$ cat src/rtl/calc_key_entry.sv
// Keypad front end for the BCD add/subtract datapath.
// Collects one-cycle key events into two 3-digit BCD operands and an
// operation code, and pulses calc_go when the operands are final.
// Ports:
//   clk, rst_n          : clock, asynchronous active-low reset
//   key_valid, key_code : one-cycle key strobe and its code
//   num, sub, sign      : operand A, operand B, op code (10 add, 11 subtract)
//   calc_go             : one-cycle pulse, operands final
//   phase               : 0 ENTER_A, 1 OP_SEL, 2 ENTER_B, 3 DONE
//   entry               : operand currently being edited, for display
module calc_key_entry #(
  parameter int unsigned MAX_DIGITS = 3,
  parameter logic [3:0]  KEY_ADD    = 4'hA,
  parameter logic [3:0]  KEY_SUB    = 4'hB,
  parameter logic [3:0]  KEY_EQ     = 4'hC,
  parameter logic [3:0]  KEY_CLR    = 4'hD,
  parameter logic [3:0]  KEY_BSP    = 4'hE
) (
  input  logic        clk,
  input  logic        rst_n,
  input  logic        key_valid,
  input  logic [3:0]  key_code,
  output logic [11:0] num,
  output logic [11:0] sub,
  output logic [3:0]  sign,
  output logic        calc_go,
  output logic [1:0]  phase,
  output logic [11:0] entry
);

  localparam int unsigned CW = 2;
  localparam logic [3:0] SIGN_ADD = 4'd10;
  localparam logic [3:0] SIGN_SUB = 4'd11;

  typedef enum logic [1:0] {
    ENTER_A = 2'd0,
    OP_SEL  = 2'd1,
    ENTER_B = 2'd2,
    DONE    = 2'd3
  } phase_e;

  phase_e        phase_q, phase_d;
  logic [11:0]   num_q, num_d;
  logic [11:0]   sub_q, sub_d;
  logic [3:0]    sign_q, sign_d;
  logic          calc_go_q, calc_go_d;
  logic [11:0]   entry_q, entry_d;
  logic [CW-1:0] ca_q, ca_d;
  logic [CW-1:0] cb_q, cb_d;

  logic is_digit;
  logic is_op;
  logic a_full;
  logic b_full;
  logic a_cnt;
  logic b_cnt;
  logic d_cnt;

  // Digit classification and counting: leading zeros do not consume a slot.
  always_comb begin
    is_digit = (key_code <= 4'd9);
    is_op    = (key_code == KEY_ADD) || (key_code == KEY_SUB);
    a_full   = (ca_q >= CW'(MAX_DIGITS));
    b_full   = (cb_q >= CW'(MAX_DIGITS));
    a_cnt    = !((num_q == 12'd0) && (key_code == 4'd0));
    b_cnt    = !((sub_q == 12'd0) && (key_code == 4'd0));
    d_cnt    = (key_code != 4'd0);
  end

  // Next-state and output values.
  always_comb begin
    phase_d   = phase_q;
    num_d     = num_q;
    sub_d     = sub_q;
    sign_d    = sign_q;
    ca_d      = ca_q;
    cb_d      = cb_q;
    calc_go_d = 1'b0;

    if (key_valid) begin
      if (key_code == KEY_CLR) begin
        phase_d = ENTER_A;
        num_d   = 12'd0;
        sub_d   = 12'd0;
        sign_d  = SIGN_ADD;
        ca_d    = '0;
        cb_d    = '0;
      end else begin
        unique case (phase_q)
          ENTER_A: begin
            if (is_digit) begin
              if (!a_full) begin
                num_d = {num_q[7:0], key_code};
                if (a_cnt) ca_d = ca_q + CW'(1);
              end
            end else if (is_op) begin
              sign_d  = (key_code == KEY_SUB) ? SIGN_SUB : SIGN_ADD;
              phase_d = OP_SEL;
            end else if (key_code == KEY_BSP) begin
              if (ca_q != '0) begin
                num_d = {4'd0, num_q[11:4]};
                ca_d  = ca_q - CW'(1);
              end
            end
          end
          OP_SEL: begin
            if (is_op) begin
              sign_d = (key_code == KEY_SUB) ? SIGN_SUB : SIGN_ADD;
            end else if (is_digit) begin
              sub_d   = {8'd0, key_code};
              cb_d    = CW'(d_cnt);
              phase_d = ENTER_B;
            end else if (key_code == KEY_BSP) begin
              phase_d = ENTER_A;
            end else if (key_code == KEY_EQ) begin
              sub_d     = 12'd0;
              cb_d      = '0;
              calc_go_d = 1'b1;
              phase_d   = DONE;
            end
          end
          ENTER_B: begin
            if (is_digit) begin
              if (!b_full) begin
                sub_d = {sub_q[7:0], key_code};
                if (b_cnt) cb_d = cb_q + CW'(1);
              end
            end else if (key_code == KEY_BSP) begin
              if (cb_q != '0) begin
                sub_d = {4'd0, sub_q[11:4]};
                cb_d  = cb_q - CW'(1);
              end else begin
                // Nothing left to erase: fall back to operator selection.
                sub_d   = 12'd0;
                phase_d = OP_SEL;
              end
            end else if (key_code == KEY_EQ) begin
              calc_go_d = 1'b1;
              phase_d   = DONE;
            end
          end
          DONE: begin
            // A digit starts a fresh calculation; everything else is ignored.
            if (is_digit) begin
              num_d   = {8'd0, key_code};
              ca_d    = CW'(d_cnt);
              sub_d   = 12'd0;
              cb_d    = '0;
              sign_d  = SIGN_ADD;
              phase_d = ENTER_A;
            end
          end
          default: phase_d = ENTER_A;
        endcase
      end
    end

    entry_d = ((phase_d == ENTER_B) || (phase_d == DONE)) ? sub_d : num_d;
  end

  // State registers.
  always_ff @(posedge clk or negedge rst_n) begin
    if (!rst_n) begin
      phase_q   <= ENTER_A;
      num_q     <= 12'd0;
      sub_q     <= 12'd0;
      sign_q    <= SIGN_ADD;
      calc_go_q <= 1'b0;
      entry_q   <= 12'd0;
      ca_q      <= '0;
      cb_q      <= '0;
    end else begin
      phase_q   <= phase_d;
      num_q     <= num_d;
      sub_q     <= sub_d;
      sign_q    <= sign_d;
      calc_go_q <= calc_go_d;
      entry_q   <= entry_d;
      ca_q      <= ca_d;
      cb_q      <= cb_d;
    end
  end

  assign num     = num_q;
  assign sub     = sub_q;
  assign sign    = sign_q;
  assign calc_go = calc_go_q;
  assign phase   = phase_q;
  assign entry   = entry_q;

endmodule

$ cat config.mk
export PLATFORM = sky130hd
export DESIGN_NAME = calc_key_entry
export DESIGN_NICKNAME = d
export VERILOG_FILES = /design/src/rtl/calc_key_entry.sv
export SDC_FILE = /design/constraint.sdc
export NUM_CORES = 1
export LEC_CHECK = 0
export BUFFER_PORTS_ARGS = -buffer_cell sky130_fd_sc_hd__buf_2
export CELL_PAD_IN_SITES_DETAIL_PLACEMENT = 1
export CELL_PAD_IN_SITES_GLOBAL_PLACEMENT = 1
export CORE_MARGIN = 1
export CORE_UTILIZATION = 46
export CTS_BUF_LIST = sky130_fd_sc_hd__clkbuf_16
export DETAILED_ROUTE_END_ITERATION = 10
export MAX_ROUTING_LAYER = met4
export PLACE_DENSITY = 0.87
export SYNTH_ARGS = -nofsm -noshare
export SYNTH_HDL_FRONTEND = slang
export SYNTH_SLANG_ARGS = --single-unit
$ cat constraint.sdc
create_clock -name clk -period 4.3 [get_ports clk]
set_clock_uncertainty 0.05 [all_clocks]
set_input_delay 0.215 -clock clk [delete_from_list [all_inputs] [get_ports clk]]
set_output_delay 0.215 -clock clk [all_outputs]
set_load 0.005 [all_outputs]
==> results of run 1 <==
-- metrics by stage --
step | hold WS [ps] | utilization [%]
floorplan | -131 | -
global placement | 374 | 53.1
detailed placement | 384 | 53.1
CTS | 80.0 | 56.1
global route | 123 | 56.1
finish | 42.2 | 56.1
-- area by class of cell --
class	count	share of cell area [%]
multi-input combinational	213	47.0
sequential	44	34.8
timing repair buffer	49	7.99
clock buffer	5	3.96
tap	72	2.85
inverter	17	2.02
clock inverter	3	1.34
-- state kept, by name, indices dropped and copies added, names as in the netlist --
register,cells
entry,12
num,12
sub,12
ca_q,2
cb_q,2
phase,2
calc_go,1
sign,1
-- worst paths after layout --
check | to | slack (ps) | depth (start not counted)
min in group clk | calc_go | 270 | 3
min | num[0] | 40 | 1
max in group asynchronous | ca_q[1] | 3530 | 1
max reg2reg | entry[7] | 1230 | 7
min reg2reg | sign[0] | 470 | 2
max | entry[7] | 1230 | 7
-- kinds of logic after synthesis --
logic type	Yosys count
AO/OA/AOI/OAI	106
AND/OR/NAND/NOR	77
flip-flops	44
buffers and inverters	38
multiplexers	21
adder cells (fa/ha/maj)	4
other	2
XOR/XNOR	2
-- power by group --
group,internal [mW],switching (mW),total (mW),leakage (nW)
logic,0.419,0.623,1.04,0.800
clock network,0.273,0.169,0.442,0.0814
registers,0.528,0.163,0.691,0.585
total,1.22,0.954,2.17,1.47
-- cells in the mapped netlist, types with 2 or more instances --
library cell	n	share of area, %
o221ai_1	2	0.64
a221o_1	2	0.73
nand3_1	4	0.73
o211ai_1	6	1.6
o21a_1	2	0.54
nor2_1	14	1.9
a211o_1	3	0.95
buf_4	4	1.1
ha_1	4	1.8
a22oi_1	8	2.2
nor3_1	6	1.1
a211oi_1	2	0.54
a31oi_1	6	1.4
inv_1	14	1.9
nor4_1	8	1.8
dfrtp_1	44	40
a32oi_1	3	0.95
o2bb2ai_1	8	2.5
buf_1	2	0.27
a21oi_1	6	1.1
a22o_1	4	1.3
o2111ai_1	3	0.95
o211a_1	6	2.2
mux2_2	12	4.9
nand2_1	26	3.5
conb_1	2	0.27
o311ai_1	2	0.64
o21ai_0	18	3.3
o21ai_1	9	1.6
nand2b_1	2	0.45
a31o_2	2	0.64
xnor2_1	2	0.64
a221oi_1	2	0.64
nand4_1	3	0.68
buf_2	5	0.91
clkbuf_1	9	1.2
nor2b_1	2	0.45
o41ai_1	2	0.64
mux2i_1	9	3.3
and2_1	2	0.45
inv_2	2	0.27
-- layer usage --
| metal | vias up | wire [um] | share of wire [%] |
|---|---|---|---|
| met2 | 118 | 4530 | 48 |
| met3 | 45 | 494 | 5.3 |
| met5 | - | 0 | 0 |
| met4 | 0 | 439 | 4.7 |
| met1 | 1348 | 3880 | 42 |
| li1 | 1188 | - | - |
==> metrics, run 1 <==
Setup Crit Path Kind reg -> reg; Max IR drop VDD about 0.38 mV; max incr delay on CP about 680 ps; Iteration-0 DRC Markers ~250; Routed Antenna Nets 0; Avg Inst Size Synth 9.38 sq um; endpoint class of the critical path flip-flop; post-synthesis cell count between 200 and 300; max-cap viol count 0; number of enable flip-flop cells after synthesis 0; outcome complete, no violations; r2r startpoint phase[1]; P&R area growth vs syn 14.8%; Synth Area in Compound Gates about 29%; share of layout cells above drive strength 1 around a quarter; met1 usage 41.1%; worst setup margin around 1200 ps; Register Area between 1000 and 1500 sq um; clk root buf clkbuf_16; Num CTS Buffers 5; CP required about 4400 ps; worst path cell trace ha_1 -> inv_1 -> o21ai_0 -> a31o_2 -> a221oi_1 -> a2bb2oi_2 -> mux2_2; Top Usage Layer GRT met2; final net count between 300 and 400; commonest non-fill, non-tap cells in the layout buf_2, dfrtp_1, nand2_1; post-route clock period utilization a little under three quarters; average wire per standard cell 23.2 um; core area 5640 sq um; commonest non-fill, non-tap cell in the layout buf_2; area occupied by multi-input gates about 1500 sq um; Max Transition Viols Final 0; worst path bufs/invs 1; die height just under 80 um; Netlist cell types 63; Longest Clk Path Bufs 2; Initial Util 48.9%; # rows 27; Seq/Total Area, Yosys about two fifths; Via density around 6.7; met3 Use GR under 10%; DP HPWL approximately 6.5 mm; Top delay family on crit path compound AO/OA/AOI/OAI gates; Final Setup Violations 0; first-pass GRT wire length approximately 15 mm; H-tree lvl count 2; #FFs+latches synth 44; FILL cells approximately 650; final instance area ~3200 sq um; HP Class in -> async; Lkg Pwr about 1.5 nW; # IOs 50; Synth Area in XOR/XNOR 0.635%; Placed Area roughly 3000 sq um; vias in the first global route 2768; Final Hold Viols 0; Num Clock Sinks 44; initial antenna violation count 0; max_slew headroom a little under a quarter; gpl congestion about 0.90; CTS Hold Buffers Added 0; Critical path origin phase[1]; main combinational cell family by area after synthesis compound AO/OA/AOI/OAI gates; grt ovf 0; routed wire length around 9.3 mm; crit-path max FO 13; Synth Area in Adders under 10%; total number of vias around 2700; Period minus WS final 3070 ps; grt met2 use slightly below 50%; Post-Synth Simple-Gate Area between 10% and 20%; overall power between 2 and 2.5 mW; TritonCTS clock tree done; synth warn 0; Post-synth ARST share 100%; worst slew pin tran around 1200 ps; Die W slightly below 80 um; PD cells between 600 and 700 nW/um^2; Post-Route Setup TNS 0 ps; mux cell area share after synthesis slightly above 8%; Die ar. approximately 6300 sq um; Post-CTS Setup Bufs 0; Placed Cells between 300 and 400; Crit-path slowest cell a2bb2oi_2; Worst EP arrival between 3000 and 4000 ps; clock-pin slew on the worst setup and hold paths around 70 ps; PostCTS Resize Cnt 0; RSZ-0062 raised after global routing no; overall routing resource usage roughly a third; largest net degree at the start of global routing 45; Place WS 1300 ps; mapped cell area 2760 sq um; DRT Pass-1 Iters 4; Max Fclk between 300 and 400 MHz; drt drc 0; ys flop type dfrtp_1; Clock Latency Late Sink just under 300 ps; Ant. Diodes 0; PortBufs between 40 and 50; Worst setup SP type flip-flop; Finished Layout Cells 403
Note: power is estimated with default switching activity, not from simulation.
==> run 2, diff against run 1 <==
Settings changed: CORE_UTILIZATION 46 to 42, PLACE_DENSITY 0.87 to 0.81.
Clock period 4.3 ns to 3.2 ns, I/O delays scaled along.
==> run 2 against run 1 <==
- the flow now finishes with violations (hold timing)
- setup slack worse by 820 ps
- largest cell class unchanged
- register-to-register slack worse by 820 ps
- largest power group unchanged
- highest routed layer unchanged
- critical path depth is 2 higher
==> metrics, run 2 (same netlist as run 1, synthesis figures left out) <==
Worst setup SP type flip-flop; Worst EP arrival 2910 ps; outcome finished with violations; Iteration-0 DRC Markers around 220; average wire per standard cell around 23 um; Max Transition Viols Final 0; commonest non-fill, non-tap cell in the layout buf_2; initial antenna violation count 0; Final Hold Viols 20; endpoint class of the critical path flip-flop; worst slew pin tran 1010 ps; Die ar. between 6000 and 7000 sq um; Max Fclk between 300 and 400 MHz; max-cap viol count 0; die height 83.0 um; clk root buf clkbuf_16; CTS Hold Buffers Added 0; PortBufs 46; Post-CTS Setup Bufs 0; Metal-1 WL ~4 mm; WHS -7.36 ps; drt drc 0; max_slew headroom around a third; Ant. Diodes 0; final net count 345; area occupied by multi-input gates roughly 1500 sq um; Max IR drop VDD between 0.4 and 0.5 mV; post-route clock period utilization between 80 and 90%; core area about 6300 sq um; Num Clock Sinks 44; crit-path max FO 13; # rows 29; Num CTS Buffers 5; # IOs 50; gpl congestion around 0.89; TritonCTS clock tree done; Lkg Pwr between 1 and 1.5 nW; largest net degree at the start of global routing 45; Initial Util 43.4%; Period minus WS final between 2000 and 3000 ps; share of layout cells above drive strength 1 approximately a quarter; commonest non-fill, non-tap cells in the layout buf_2, dfrtp_1, nand2_1; PD cells about 920 nW/um^2; grt ovf 0; Via density roughly 6.6; violations in the final reports hold timing; P&R area growth vs syn 16.2%; overall routing resource usage approximately 29%; met3 WL ~540 um; RSZ-0062 raised after global routing no; Setup Crit Path Kind reg -> reg; Post-Route Setup TNS 0 ps; Clock Latency Late Sink just under 300 ps; Routed Antenna Nets 0; first-pass GRT wire length roughly 15 mm; CP required 3320 ps; PostCTS Resize Cnt 0; DRT Pass-1 Iters 4; routed wire length 9.51 mm; vias in the first global route ~2700; max layer used met4; Final Setup Violations 0; Die W 83.0 um; H-tree lvl count 2; clock-pin slew on the worst setup and hold paths roughly 70 ps; met2 wire len approximately 4.6 mm; total number of vias about 2700; HP Class in -> async; Register Area 1100 sq um; FILL cells approximately 750; utilization after layout 50.4%; DP HPWL between 6 and 7 mm; Longest Clk Path Bufs 2
-- run 2: cell type report --
type / count / share of cell area [%]
clock buffer: 5 / 3.91
clock inverter: 3 / 1.45
inverter: 17 / 1.99
multi-input combinational: 213 / 46.4
sequential: 44 / 34.4
tap: 77 / 3.01
timing repair buffer: 53 / 8.83
-- run 2: worst paths after layout --
check	from	to	slack (ps)	cells after the start
worst max-delay path	phase[1]	entry[6]	410	9
worst min-delay path	rst_n	entry[11]	-7	1
worst max register to register	phase[1]	entry[6]	410	9
worst min register to register	sign[0]	sign[0]	460	2
max in group asynchronous	rst_n	num[5]	2480	1
min in group clk	key_code[0]	sign[0]	170	3
-- run 2: power breakdown --
| part | total [mW] | internal, mW | switching, mW |
|---|---|---|---|
| clock | 0.613 | 0.372 | 0.242 |
| sequential | 0.928 | 0.709 | 0.219 |
| combinational | 1.41 | 0.588 | 0.827 |
-- run 2: per-layer routing --
layer	vias to the layer above	track usage, %
met3	34	3.88
met5	-	-
met4	0	12.4
met2	129	45.3
li1	1194	-
met1	1355	36.9
-- run 2: stage by stage --
step	hold slack, ps	worst slack, ps	instance area, sq um	power, mW	instances
2_1_floorplan	-186	685	2760	1.82	295
3_3_place_gp	316	599	3030	2.25	404
3_5_place_dp	328	462	3030	2.30	404
4_1_cts	23.4	438	3200	2.93	412
5_1_grt	83.3	270	3200	3.11	412
6_report	-7.36	407	3200	2.96	412
-- run 2: worst max-delay path, cell delays in order (launching register included) --
cell	delay, ps
dfrtp_1	480
inv_1	140
ha_1	300
inv_1	210
o21ai_0	170
a31o_2	290
a221oi_1	250
a2bb2oi_2	170
buf_4	230
mux2_2	380
